## src/rtl/restoring_divider8.sv

```systemverilog
// 8-bit unsigned restoring divider: one quotient bit per cycle, result 8 cycles after accept.
// Define RESTORING_DIVIDER8_DIV0_EN to short-circuit divisor==0 (one-edge result, div_by_zero=1).
module restoring_divider8 (
  input  logic       clk,
  input  logic       rst_n,
  input  logic       start,
  input  logic [7:0] dividend,
  input  logic [7:0] divisor,
  output logic       busy,
  output logic       done,
  output logic [7:0] quotient,
  output logic [7:0] remainder,
  output logic       div_by_zero
);

  typedef enum logic [1:0] {StIdle, StRun, StDone} state_e;

  state_e      state_q;
  logic [2:0]  cnt_q;
  logic [7:0]  prem_q;   // partial remainder; always < divisor between steps, so 8 bits hold it
  logic [7:0]  dvd_q;    // dividend bits shift out of the MSB, quotient bits shift into the LSB
  logic [7:0]  dvs_q;
  logic        busy_q;
  logic        done_q;
  logic [7:0]  quo_q;
  logic [7:0]  rem_q;

  logic [8:0]  prem_shift;
  logic [9:0]  sum;
  logic        borrow;
  logic [8:0]  prem_next;
  logic        unused_prem_msb;

  // One restoring step: difference is prem_shift + ~{0,divisor} + 1, borrow is the inverted carry.
  always_comb begin
    prem_shift = {prem_q, dvd_q[7]};
    sum        = {1'b0, prem_shift} + {1'b0, ~{1'b0, dvs_q}} + 10'd1;
    borrow     = ~sum[9];
    prem_next  = borrow ? prem_shift : sum[8:0];
  end

  assign unused_prem_msb = prem_next[8];

`ifdef RESTORING_DIVIDER8_DIV0_EN
  logic dbz_q;
  assign div_by_zero = dbz_q;
`else
  assign div_by_zero = 1'b0;
`endif

  always_ff @(posedge clk or negedge rst_n) begin
    if (!rst_n) begin
      state_q <= StIdle;
      cnt_q   <= 3'd0;
      prem_q  <= 8'd0;
      dvd_q   <= 8'd0;
      dvs_q   <= 8'd0;
      busy_q  <= 1'b0;
      done_q  <= 1'b0;
      quo_q   <= 8'd0;
      rem_q   <= 8'd0;
`ifdef RESTORING_DIVIDER8_DIV0_EN
      dbz_q   <= 1'b0;
`endif
    end else begin
      unique case (state_q)
        StIdle: begin
          if (start) begin
            dvd_q   <= dividend;
            dvs_q   <= divisor;
            prem_q  <= 8'd0;
            cnt_q   <= 3'd0;
            busy_q  <= 1'b1;
            state_q <= StRun;
`ifdef RESTORING_DIVIDER8_DIV0_EN
            if (divisor == 8'd0) begin
              state_q <= StDone;
              done_q  <= 1'b1;
              quo_q   <= 8'hFF;
              rem_q   <= dividend;
              dbz_q   <= 1'b1;
            end
`endif
          end
        end
        StRun: begin
          prem_q <= prem_next[7:0];
          dvd_q  <= {dvd_q[6:0], ~borrow};
          cnt_q  <= cnt_q + 3'd1;
          if (cnt_q == 3'd7) begin
            state_q <= StDone;
            done_q  <= 1'b1;
            quo_q   <= {dvd_q[6:0], ~borrow};
            rem_q   <= prem_next[7:0];
`ifdef RESTORING_DIVIDER8_DIV0_EN
            dbz_q   <= 1'b0;
`endif
          end
        end
        StDone: begin
          done_q  <= 1'b0;
          busy_q  <= 1'b0;
          state_q <= StIdle;
        end
        default: state_q <= StIdle;
      endcase
    end
  end

  assign busy      = busy_q;
  assign done      = done_q;
  assign quotient  = quo_q;
  assign remainder = rem_q;

endmodule

```

## config.mk

```make
export PLATFORM = sky130hd
export DESIGN_NAME = restoring_divider8
export DESIGN_NICKNAME = d
export VERILOG_FILES = /design/src/rtl/restoring_divider8.sv
export SDC_FILE = /design/constraint.sdc
export NUM_CORES = 1
export LEC_CHECK = 0
export BUFFER_PORTS_ARGS = -buffer_cell sky130_fd_sc_hd__buf_4
export CORE_ASPECT_RATIO = 1.2
export CORE_MARGIN = 8
export CORE_UTILIZATION = 40
export DETAILED_ROUTE_END_ITERATION = 7
export GPL_ROUTABILITY_DRIVEN = 0
export SLEW_MARGIN = 20
export SYNTH_ARGS = -nofsm -noshare
export SYNTH_HDL_FRONTEND = slang
export SYNTH_SLANG_ARGS = --single-unit
```

## constraint.sdc

```tcl
create_clock -name clk -period 2.6 [get_ports clk]
set_input_delay 0.13 -clock clk [delete_from_list [all_inputs] [get_ports clk]]
set_output_delay 0.13 -clock clk [all_outputs]
set_load 0.02 [all_outputs]
```

# Yosys cells after proc, flatten, opt, wreduce, memory -nomap -nowiden
# Index checks and enable logic that the tools add are counted.
[word_totals]
latch_bits = 0
input_bits = 19
word_cells = 42
memories = 0
mem_bits_ro = 0
mem_bits_rw = 0
regBits = 47
output_inout_bits = 19
[op_classes]
n_mux = 14
magnitude_cmp = 0
n_eq_ne = 5
mul = 0
div_mod_pow = 0
shift = 0
reduce_logical = 10
add_sub_neg = 3
bitwise = 1
[op_table]
columns = ["operator", "n"]
rows = [
  ["case mux 8 bit (2 select lines)", 2],
  ["two-way mux 8 bit", 3],
  ["AND reduction 2 bit", 6],
  ["adder 10 x 1 -> 10 bit, second input constant", 1],
  ["adder 9 x 9 -> 10 bit", 1],
  ["inverter 8 -> 9 bit", 1],
  ["case mux 3 bit (2 select lines)", 1],
  ["nonzero test 2 bit", 3],
  ["two-way mux 2 bit", 2],
  ["inequality test 2 bit, second input constant", 2],
  ["case mux 1 bit (2 select lines)", 2],
  ["case mux 2 bit (2 select lines)", 1],
  ["adder 3 x 1 -> 3 bit, second input constant", 1],
  ["equality test 3 bit, second input constant", 1],
  ["two-way mux 3 bit", 1],
  ["equality test 2 x 1 -> 1 bit, second input constant", 1],
  ["equality test 2 bit, second input constant", 1],
  ["zero test 2 bit", 1],
  ["two-way mux 1 bit", 2],
]

# Logic depth before layout (Yosys ltp)
# Gate-level depths: netlist (run 1).
[logic_depth]
ltp_word = 5
depth_mapped = 9
ltp_nobuf = 9

# Worst setup path after synthesis (run 1)
# No wires, ideal clock.
[synth_timing]
path_type = "register to register"
startpoint = "register dvd_q[7]"
endpoint = "register prem_q[6]"
setup_time_ns = 0.076
t_required_ns = 2.524
path_stages_with_launch = 10
n_path_buf = 0
arrival_time_ns = 1.863
path_slack_ns = 0.660
synth_period_minus_slack_ns = 1.940
cell_sequence = "dfrtp_1 -> inv_1 -> ha_1 -> inv_1 -> fa_1 -> a211oi_1 -> or4b_2 -> o2111ai_1 -> mux2i_1 -> o21ai_1"
[synth_via]
elab_chain_len = 4
[synth_lines]
columns = ["element", "line_no", "text"]
rows = [
  ["start: declaration", "21", "logic [7:0] dvd_q;"],
  ["start signal: assignment", "69", "dvd_q <= dividend;"],
  ["start signal: assignment", "88", "dvd_q <= {dvd_q[6:0], ~borrow};"],
  ["adder 9 x 9 -> 10 bit", "37", "sum = {1'b0, prem_shift} + {1'b0, ~{1'b0, dvs_q}} + 10'd1;"],
  ["adder 10 x 1 -> 10 bit", "37", ""],
  ["two-way mux 8 bit", "39", "prem_next = borrow ? prem_shift : sum[8:0];"],
  ["case mux 8 bit (2 select lines)", "66", "unique case (state_q)"],
  ["end signal: assignment", "87", "prem_q <= prem_next[7:0];"],
  ["end: declaration", "20", "logic [7:0] prem_q;"],
]
# No other way between the ends.
# A chain may end at the register's enable or synchronous reset.

# Final worst setup path (run 1)
[layout_timing]
startpoint = "register prem_q[5]"
endpoint = "register rem_q[3], in the netlist remainder[3]"
[layout_via]
elab_chain_len = 3
[layout_lines]
columns = ["element", "line_no", "text"]
rows = [
  ["adder 9 x 9 -> 10 bit", "37", ""],
  ["adder 10 x 1 -> 10 bit", "37", ""],
  ["two-way mux 8 bit", "39", ""],
  ["end signal: assignment", "94", "rem_q <= prem_next[7:0];"],
  ["end: declaration", "26", "logic [7:0] rem_q;"],
]
# No other way between the ends.

==> summary.txt, run 1 <==
Run status
  – Status: finished, final reports clean

GRT
  – Pin count of the biggest net entering global routing: 48
  – Vias in the first global route: 1,997
  – First-pass GRT wire length: 9320 um
  – Total track usage: a little over an eighth
  – Global route overflow: 0
  – Antenna violations before repair: 0

Cells and area
  – P&R area growth vs syn: 19.7%
  – Storage element area: 1180 sq um
  – Area of the multi-input gates: between 1000 and 1500 sq um
  – Fill cells: around 540
  – Nets: 298
  – Final Cell Area: 2790 sq um
  – Core Util, Final: 49.5%
  – # diodes: 0
  – Share of cells above drive strength 1: 23.8%
  – Final non-filler cell total: 333

Logic synthesis
  – Mapped Nets: 260
  – Cell Area, Synth: about 2300 sq um
  – Flip-flop cell with the highest count after synthesis: dfrtp_1
  – Seq/Total Area, Yosys: 50.5%
  – Yosys reg bits: 47
  – Synth warn: 0
  – Mapped Avg Cell Area: 10.1 sq um
  – Fraction of registers with async set/reset: 100%
  – Unique masters post-synth: 38
  – Synth Instances: 230
  – Post-synth EDFFs: 0

STA
  – Final worst setup slack: ~300 ps
  – Achievable Freq: 435 MHz
  – Clock period minus worst slack: 2300 ps
  – Final worst path period share: between 80% and 90%
  – Slew HR: about three fifths
  – Final Hold Fails: 0
  – Fin Clk Skew: 14.4 ps
  – Worst-Margin Slew: 599 ps
  – Setup TNS: 0 ps
  – Unrepaired setup endpoints after global routing: no
  – Final Setup Violations: 0
  – Hold slack: roughly 24 ps
  – Slew Limit Fails: 0

Power
  – P per Cell Area: 1540 nW/um^2
  – Final Power: 4.29 mW
  – Worst-case vdd ir drop: about 0.59 mV
  – Static leakage: around 1.3 nW

Die
  – Core region area: 5630 sq um
  – Die ar.: 8530 sq um
  – Number of core rows: 30
  – Initial core utilization: between 40% and 50%
  – Chip width: 85.7 um
  – I/O pins: 38
  – Die span in y: around 100 um

Hold path
  – Hold Path Class: in -> reg

Setup path
  – CP max FO: 10
  – WP data arrival: 2470 ps
  – Worst setup EP type: register
  – WP data required: around 2800 ps
  – CP Launch Type: register
  – Kind of critical path: reg -> reg

Detailed routing
  – Via count: 1,811
  – Total routed wirelength: 5240 um
  – DRC violations left: 0
  – Post-DRT Antenna Nets: 0
  – Avg Vias per Cell: 5.44
  – Wire length per cell: 15.7 um
  – First DRT Iteration DRCs: 82
  – TritonRoute pass-1 iters: 4

Clocking
  – Clock slew seen by the registers of the worst setup and hold paths: 90 ps
  – Clk buf depth: 2
  – Root Driver: clkbuf_8
  – CTS Buf Count: 5
  – Postcts setup bufs: 0
  – Worst-skew pair later-pin latency: ~310 ps
  – CTS sink count: 47
  – H-tree depth: 2
  – TritonCTS clock tree: built

Place
  – DP HPWL: 3830 um
  – Cells after DPL: 324
  – Dpl cell area: 2660 sq um
  – Input/output buffers: 36
  – DP Worst Slack: ~340 ps

Job
  – Max-capacitance violation count: 0
-- layer usage --
layer / wire (um) / GRT usage, %
met1: 2280 / 15.9
met5: 0 / 0
met4: 104 / 5.54
met3: 320 / 4.21
met2: 2540 / 22.1
-- critical path, cell delays in order (launching register included) --
cell       delay [ps]
dfrtp_1           410
ha_1              470
nand4_2           160
a2111oi_4         380
or2_1             360
mux2i_1           290
o21ai_1            80
-- power by group --
group	switching, mW	internal (mW)
Clock	0.264	0.292
Sequential	0.234	1.09
Combinational	1.40	1.01
Total	1.90	2.39
-- layout by cell type, fill, tap and decap left out, types with 2 or more instances in the layout --
cell,netlist,layout
dfrtp_1,47,47
buf_4,2,42
nand2_1,29,29
o21ai_0,18,18
o22ai_1,16,16
inv_1,15,15
a21oi_1,15,15
o21ai_1,13,13
ha_1,10,10
nor2_1,8,8
mux2_2,8,8
clkbuf_8,0,5
mux2i_1,4,4
a211oi_1,3,3
nor3b_1,3,3
nand3_1,2,2
nand2b_1,2,2
xnor2_1,2,2
a2bb2oi_1,2,2
a31oi_1,2,2
a22o_1,2,2
o31ai_1,2,2
xor2_1,2,2
-- kinds of logic after synthesis --
logic type / after synthesis / synth area share [%]
compound gates: 80 / 21.5
simple gates: 48 / 9.40
flops: 47 / 50.5
buf+inv: 27 / 5.10
mux: 12 / 5.59
fa+ha+maj: 11 / 6.23
xor+xnor: 4 / 1.50
other cells: 1 / 0.161
-- worst paths after layout --
kind	cells after the start	slack, ps	start	endpoint
min	3	20	divisor[4]	dvs_q[4]
max	6	300	prem_q[5]	remainder[3]
max reg2reg	6	300	prem_q[5]	remainder[3]
max in group asynchronous	2	1820	rst_n	dvs_q[0]
min in group asynchronous	2	360	rst_n	dvs_q[5]
min reg2reg	1	480	state_q[1]	busy
-- cell usage after synthesis (3+ instances only) --
library cell  instances  area share [%]
nor2_1                8             1.3
ha_1                 10             5.4
nor3b_1               3            0.97
dfrtp_1              47              50
o21ai_0              18             3.9
o21ai_1              13             2.8
clkbuf_1              7             1.1
mux2i_1               4             1.7
a211oi_1              3            0.97
mux2_2                8             3.9
o22ai_1              16             4.3
a21oi_1              15             3.2
inv_1                15             2.4
nand2_1              29             4.7
-- area by class of cell --
class / count / area share [%]
sequential: 47 / 42.2
multi-input combinational: 156 / 37.1
timing repair buffer: 43 / 11.7
tap: 64 / 2.87
clock buffer: 5 / 2.47
inverter: 15 / 2.02
clock inverter: 3 / 1.70
-- repair_timing --
item / 4_1_cts / 5_1_grt
hold buffers: 1 / 0
hold endpoints to repair: 47 / 0
setup endpoints to repair: 0 / 0
resized for setup: 0 / 0
-- state kept, by name, indices dropped and copies added, names as in the netlist --
name and flops:
done 1, dvd_q 8, quotient 8, prem_q 8, dvs_q 8, state_q 2
busy 1, cnt_q 3, remainder 8
(Power assumes the default switching activity.)
==> inputs of run 2 (changes only) <==
Settings changed: MAX_ROUTING_LAYER from default to met4, PLACE_DENSITY from default to 0.61.
==> run 2 against run 1 <==
Effect of this change: total power is essentially flat; hold slack improved by 5.6 ps; cell count unchanged; global-route usage down 0.43 points; final area barely moved; utilization barely moved; non-clock buffer count is the same; via count grew 1.5%; count of clock-buffer cells in the layout up 1; clock skew decreased by 10 ps; critical path type unchanged; largest cell class unchanged; largest power group unchanged.
==> summary.txt, run 2 (synthesis gave the netlist of run 1 again) <==
Run status
  – Status: finished, final reports clean

Detailed routing
  – Total routed wirelength: 5270 um (+0.71%)
  – DRC violations left: 0 (unchanged)
  – Wire length per cell: 15.8 um (+0.71%)
  – TritonRoute pass-1 iters: 4 (unchanged)
  – Avg Vias per Cell: 5.52 (+1.5%)
  – Post-DRT Antenna Nets: 0 (unchanged)
  – Via count: 1,839 (+1.5%)
  – First DRT Iteration DRCs: 120 (+46%)

GRT
  – Antenna violations before repair: 0 (unchanged)
  – Vias in the first global route: 1,843 (-7.7%)
  – First-pass GRT wire length: 8770 um (-5.9%)
  – Total track usage: 13.0% (-0.43 points)
  – Pin count of the biggest net entering global routing: 48 (unchanged)
  – Global route overflow: 0 (unchanged)

STA
  – Worst-Margin Slew: 604 ps (+4.92 ps)
  – Fin Clk Skew: 4.04 ps (-10.3 ps)
  – Hold slack: 29.7 ps (+5.59 ps)
  – Slew Limit Fails: 0 (unchanged)
  – Achievable Freq: 431 MHz (-1.1%)
  – Final worst setup slack: 278 ps (-25.3 ps)
  – Final Setup Violations: 0 (unchanged)
  – Final Hold Fails: 0 (unchanged)
  – Slew HR: 59.7% (-0.33 points)
  – Final worst path period share: 89.3% (+0.97 points)
  – Clock period minus worst slack: 2320 ps (+25.3 ps)
  – Setup TNS: 0 ps (unchanged)
  – Unrepaired setup endpoints after global routing: no

Clocking
  – Clk buf depth: 2 (unchanged)
  – Clock slew seen by the registers of the worst setup and hold paths: 90 ps (about the same)
  – Root Driver: clkbuf_8
  – TritonCTS clock tree: built
  – CTS Buf Count: 5 (unchanged)
  – CTS sink count: 47 (unchanged)
  – H-tree depth: 2 (unchanged)
  – Worst-skew pair later-pin latency: 300 ps (about the same)

Place
  – Cells after DPL: 324 (unchanged)
  – Input/output buffers: 36 (unchanged)
  – DP Worst Slack: 323 ps (-13.8 ps)
  – DP HPWL: 3740 um (-2.2%)

Setup path
  – Setup slack, reg-to-reg: 280 ps (-30 ps)
  – Worst-path cell chain: ha_1 -> nand4_2 -> a2111oi_4 -> or2_1 -> mux2i_1 -> o21ai_1
  – Max stage delay on crit path: 460 ps (about the same)
  – Crit. Startpoint: prem_q[4]
  – Critical path depth: 6 (unchanged)
  – Buf/Inv on CP: 0 (unchanged)
  – CP Launch Type: register
  – CP max FO: 8 (-2)
  – WP data arrival: 2490 ps (+20 ps)
  – Worst setup EP type: register
  – Worst r2r dst: prem_q[4]
  – R2r startpoint: prem_q[4]
  – CP endpoint: prem_q[4]
  – WP data required: 2770 ps (about the same)
  – Kind of critical path: reg -> reg
  – Worst path slowest cell: ha_1
  – Worst r2r path cells: 6 (unchanged)
  – Cell family with most CP delay: simple AND/OR/NAND/NOR gates

Die
  – Initial core utilization: 41.4% (unchanged)
  – I/O pins: 38 (unchanged)
  – Number of core rows: 30 (unchanged)
  – Die span in y: 99.6 um (unchanged)
  – Core region area: 5630 sq um (unchanged)
  – Chip width: 85.7 um (unchanged)
  – Die ar.: 8530 sq um (unchanged)

Cells and area
  – P&R area growth vs syn: 19.8% (about the same)
  – Core Util, Final: 49.6% (about the same)
  – Commonest non-fill, non-tap cells in the layout: dfrtp_1 (47), buf_4 (42), nand2_1 (29)
  – Nets: 298 (unchanged)
  – Final non-filler cell total: 333 (unchanged)
  – # diodes: 0 (unchanged)
  – Share of cells above drive strength 1: 23.8% (unchanged)
  – Leading cell type in the layout, fill and taps excluded: dfrtp_1

Power
  – Static leakage: 1.27 nW (+0.19%)
  – Worst-case vdd ir drop: 0.587 mV (-0.58%)
  – P per Cell Area: 1540 nW/um^2 (about the same)

Hold path
  – Hold Path Class: in -> reg
  – Hold_sp: divisor[5]

Job
  – Max-capacitance violation count: 0 (unchanged)
[run 2: cell types whose count changed in the layout (fill, tap and decap cells not counted), sizes merged]
cell,before,now
clkbuf,5,6
inv,16,15
[run 2: stage by stage]
stage	cell area, sq um	total power, mW
detailed placement	2660	3.74
global placement	2660	3.74
finish	2790	4.29
global route	2790	4.62
floorplan	2330	3.08
CTS	2790	4.33
[run 2: cell type report]
cell class / instances / area, sq um
Sequential cell: 47 / 1180
Fill cell: 543 / 2840
Inverter: 15 / 56.3
Timing Repair Buffer: 43 / 325
Clock inverter: 2 / 35.0
Multi-Input combinational cell: 156 / 1030
Clock buffer: 6 / 82.6
Tap cell: 64 / 80.1
[run 2: worst min path at each step]
stage / end / cells past startpoint
2_1_floorplan: busy / 0
3_3_place_gp: dvs_q[6] / 1
3_5_place_dp: dvs_q[5] / 1
4_1_cts: dvs_q[5] / 3
5_1_grt: dvs_q[7] / 3
6_report: dvs_q[5] / 3
[run 2: metal layers]
| layer | up-vias | routed length (um) | track usage, % | part of all wire (%) |
|---|---|---|---|---|
| met4 | 0 | 68 | 4.59 | 1.3 |
| met3 | 9 | 282 | 3.71 | 5.3 |
| met5 | - | 0 | - | 0 |
| met2 | 51 | 2550 | 20.8 | 48 |
| met1 | 881 | 2380 | 15.3 | 45 |
| li1 | 898 | - | - | - |
[run 2: repair_timing]
action / CTS / global route
endpoints found under the setup margin: 0 / 0
resized for setup: 0 / 0
hold endpoints to repair: 47 / 0
hold buffers: 1 / 0
setup buffers: 0 / 0
[run 2: worst min-delay path, cell delays in order]
cell and delay (ps):
buf_4 70, nand2_1 30, o21ai_0 60
[run 2: where the power goes]
| group | total, mW | leakage [nW] | switching (mW) | internal, mW |
|---|---|---|---|---|
| registers | 1.33 | 0.552 | 0.237 | 1.09 |
| clock network | 0.562 | 0.0612 | 0.250 | 0.311 |
| logic | 2.40 | 0.657 | 1.39 | 1.01 |
| total | 4.29 | 1.27 | 1.88 | 2.41 |
==> inputs of run 3 (changes only) <==
Settings changed: CELL_PAD_IN_SITES_DETAIL_PLACEMENT from default to 1, CELL_PAD_IN_SITES_GLOBAL_PLACEMENT from default to 2, CORE_UTILIZATION 40 to 35, PLACE_DENSITY 0.61 to 0.79, SKIP_LAST_GASP from default to 1.
==> run 3 against run 2 <==
Effect of this change: non-clock buffer count decreased by 2; critical path depth unchanged; hold slack improved by 4.4 ps; flip-flop and latch count unchanged; global-route usage increased by 0.64 points; maximum frequency decreased by 2.3%; sequential share of layout area about the same; final area about the same; routed wire length increased by 13%; register-to-register slack got worse by 50 ps; largest cell class unchanged; largest power group unchanged.
==> summary.txt, run 3 (synthesis gave the netlist of run 1 again) <==
Run status
  – Status: finished, final reports clean

Detailed routing
  – Total routed wirelength: 5940 um (+13%)
  – First DRT Iteration DRCs: 89 (-26%)
  – TritonRoute pass-1 iters: 4 (unchanged)
  – Post-DRT Antenna Nets: 0 (unchanged)
  – Wire length per cell: 16.9 um (+6.7%)
  – Via count: 1,829 (-0.54%)
  – DRC violations left: 0 (unchanged)
  – Avg Vias per Cell: 5.20 (-5.9%)

Clocking
  – CTS sink count: 47 (unchanged)
  – Worst-skew pair later-pin latency: 300 ps (about the same)
  – Post-CTS Hold Buffers: 1 (unchanged)
  – TritonCTS clock tree: built
  – Postcts setup bufs: 0 (unchanged)
  – Clock slew seen by the registers of the worst setup and hold paths: 90 ps (about the same)
  – Clk buf depth: 2 (unchanged)
  – H-tree depth: 2 (unchanged)
  – CTS Buf Count: 5 (unchanged)
  – Root Driver: clkbuf_8
  – CTS resizes: 0 (unchanged)

GRT
  – Antenna violations before repair: 0 (unchanged)
  – Pin count of the biggest net entering global routing: 48 (unchanged)
  – Total track usage: 13.7% (+0.64 points)
  – Global route overflow: 0 (unchanged)
  – Vias in the first global route: 2,068 (+12%)
  – First-pass GRT wire length: 10,400 um (+19%)

STA
  – Hold slack: 34.2 ps (+4.44 ps)
  – Final worst path period share: 91.4% (+2.1 points)
  – Setup TNS: 0 ps (unchanged)
  – Unrepaired setup endpoints after global routing: no
  – Achievable Freq: 421 MHz (-2.3%)
  – Final Hold Fails: 0 (unchanged)
  – Clock period minus worst slack: 2380 ps (+53.7 ps)
  – Fin Clk Skew: 3.50 ps (-0.531 ps)
  – Slew HR: 59.4% (-0.35 points)
  – Slew Limit Fails: 0 (unchanged)
  – Final Setup Violations: 0 (unchanged)
  – Worst-Margin Slew: 608 ps (+3.75 ps)

Setup path
  – CP max FO: 8 (unchanged)
  – Kind of critical path: reg -> reg
  – Cell family with most CP delay: simple AND/OR/NAND/NOR gates
  – CP Launch Type: register
  – WP data required: 2770 ps (about the same)
  – Worst setup EP type: register
  – Worst path slowest cell: ha_1
  – Worst-path cell chain: ha_1 -> nand4_2 -> a2111oi_4 -> or2_1 -> mux2i_1 -> o21ai_1
  – Buf/Inv on CP: 0 (unchanged)
  – Max stage delay on crit path: 480 ps (+20 ps)
  – WP data arrival: 2540 ps (+50 ps)

Die
  – I/O pins: 38 (unchanged)
  – Number of core rows: 32 (+6.7%)
  – Chip width: 90.5 um (+5.6%)
  – Die ar.: 9530 sq um (+12%)
  – Core region area: 6450 sq um (+14%)
  – Die span in y: 105 um (+5.8%)
  – Initial core utilization: 36.1% (-5.2 points)

Cells and area
  – Core Util, Final: 43.2% (-6.3 points)
  – Area of the multi-input gates: 1030 sq um (unchanged)
  – P&R area growth vs syn: 19.7% (about the same)
  – Nets: 296 (-0.67%)
  – Leading cell type in the layout, fill and taps excluded: dfrtp_1
  – Final Cell Area: 2790 sq um (about the same)
  – # diodes: 0 (unchanged)
  – Share of cells above drive strength 1: 23.2% (-0.57 points)
  – Storage element area: 1180 sq um (unchanged)
  – Commonest non-fill, non-tap cells in the layout: dfrtp_1 (47), buf_4 (40), nand2_1 (29)
  – Fill cells: 741 (+36%)

Place
  – DP HPWL: 4410 um (+18%)
  – Input/output buffers: 36 (unchanged)
  – Dpl cell area: 2670 sq um (+0.42%)

Power
  – P per Cell Area: 1540 nW/um^2 (about the same)
  – Worst-case vdd ir drop: 0.662 mV (+13%)
  – Static leakage: 1.25 nW (-1.6%)

Job
  – Max-capacitance violation count: 0 (unchanged)

Hold path
  – Hold Path Class: in -> reg
run 3: cell count changes in the layout (fill, tap and decap cells not counted), sizes merged:
cell      delta
clkbuf       +1
bufinv       -1
buf          -2
clkinv       -1
clkinvlp     +1
run 3: final cells by class:
cell class,count,share of cell area [%]
sequential,47,42.2
multi-input combinational,156,37.1
timing repair buffer,41,11.1
tap,85,3.82
clock buffer,7,3.46
inverter,15,2.02
clock inverter,1,0.269
run 3: routing by layer:
layer | GRT usage, % | up-vias | wire, um
li1 | - | 890 | -
met1 | 15.2 | 906 | 2560
met2 | 24.1 | 29 | 3170
met3 | 2.84 | 4 | 163
met4 | 3.93 | 0 | 49
met5 | - | - | 0
run 3: per-stage QoR:
step | std cells | power (mW) | worst slack (ps)
finish | 352 | 4.29 | 224
global route | 352 | 4.68 | 52.1
CTS | 352 | 4.36 | 232
detailed placement | 343 | 3.84 | 265
global placement | 343 | 3.80 | 311
floorplan | 230 | 3.08 | 660
run 3: power by group:
part / internal [mW] / switching (mW)
registers: 1.09 / 0.248
logic: 1.00 / 1.46
clock network: 0.242 / 0.250
total: 2.34 / 1.95
run 3: path summary, 6_finish.rpt:
kind	to	from	slack (ps)	depth (start not counted)
worst min-delay path	dvs_q[7]	divisor[7]	30	3
worst max-delay path	prem_q[3]	prem_q[4]	220	6
max in group asynchronous	cnt_q[2]	rst_n	1810	2
min in group asynchronous	prem_q[7]	rst_n	380	2
worst min register to register	busy	state_q[1]	480	1
worst max register to register	prem_q[3]	prem_q[4]	220	6
run 3: worst min-delay path, stage by stage:
cell and delay, ps:
buf_4 70, nand2_1 30, o21ai_0 60
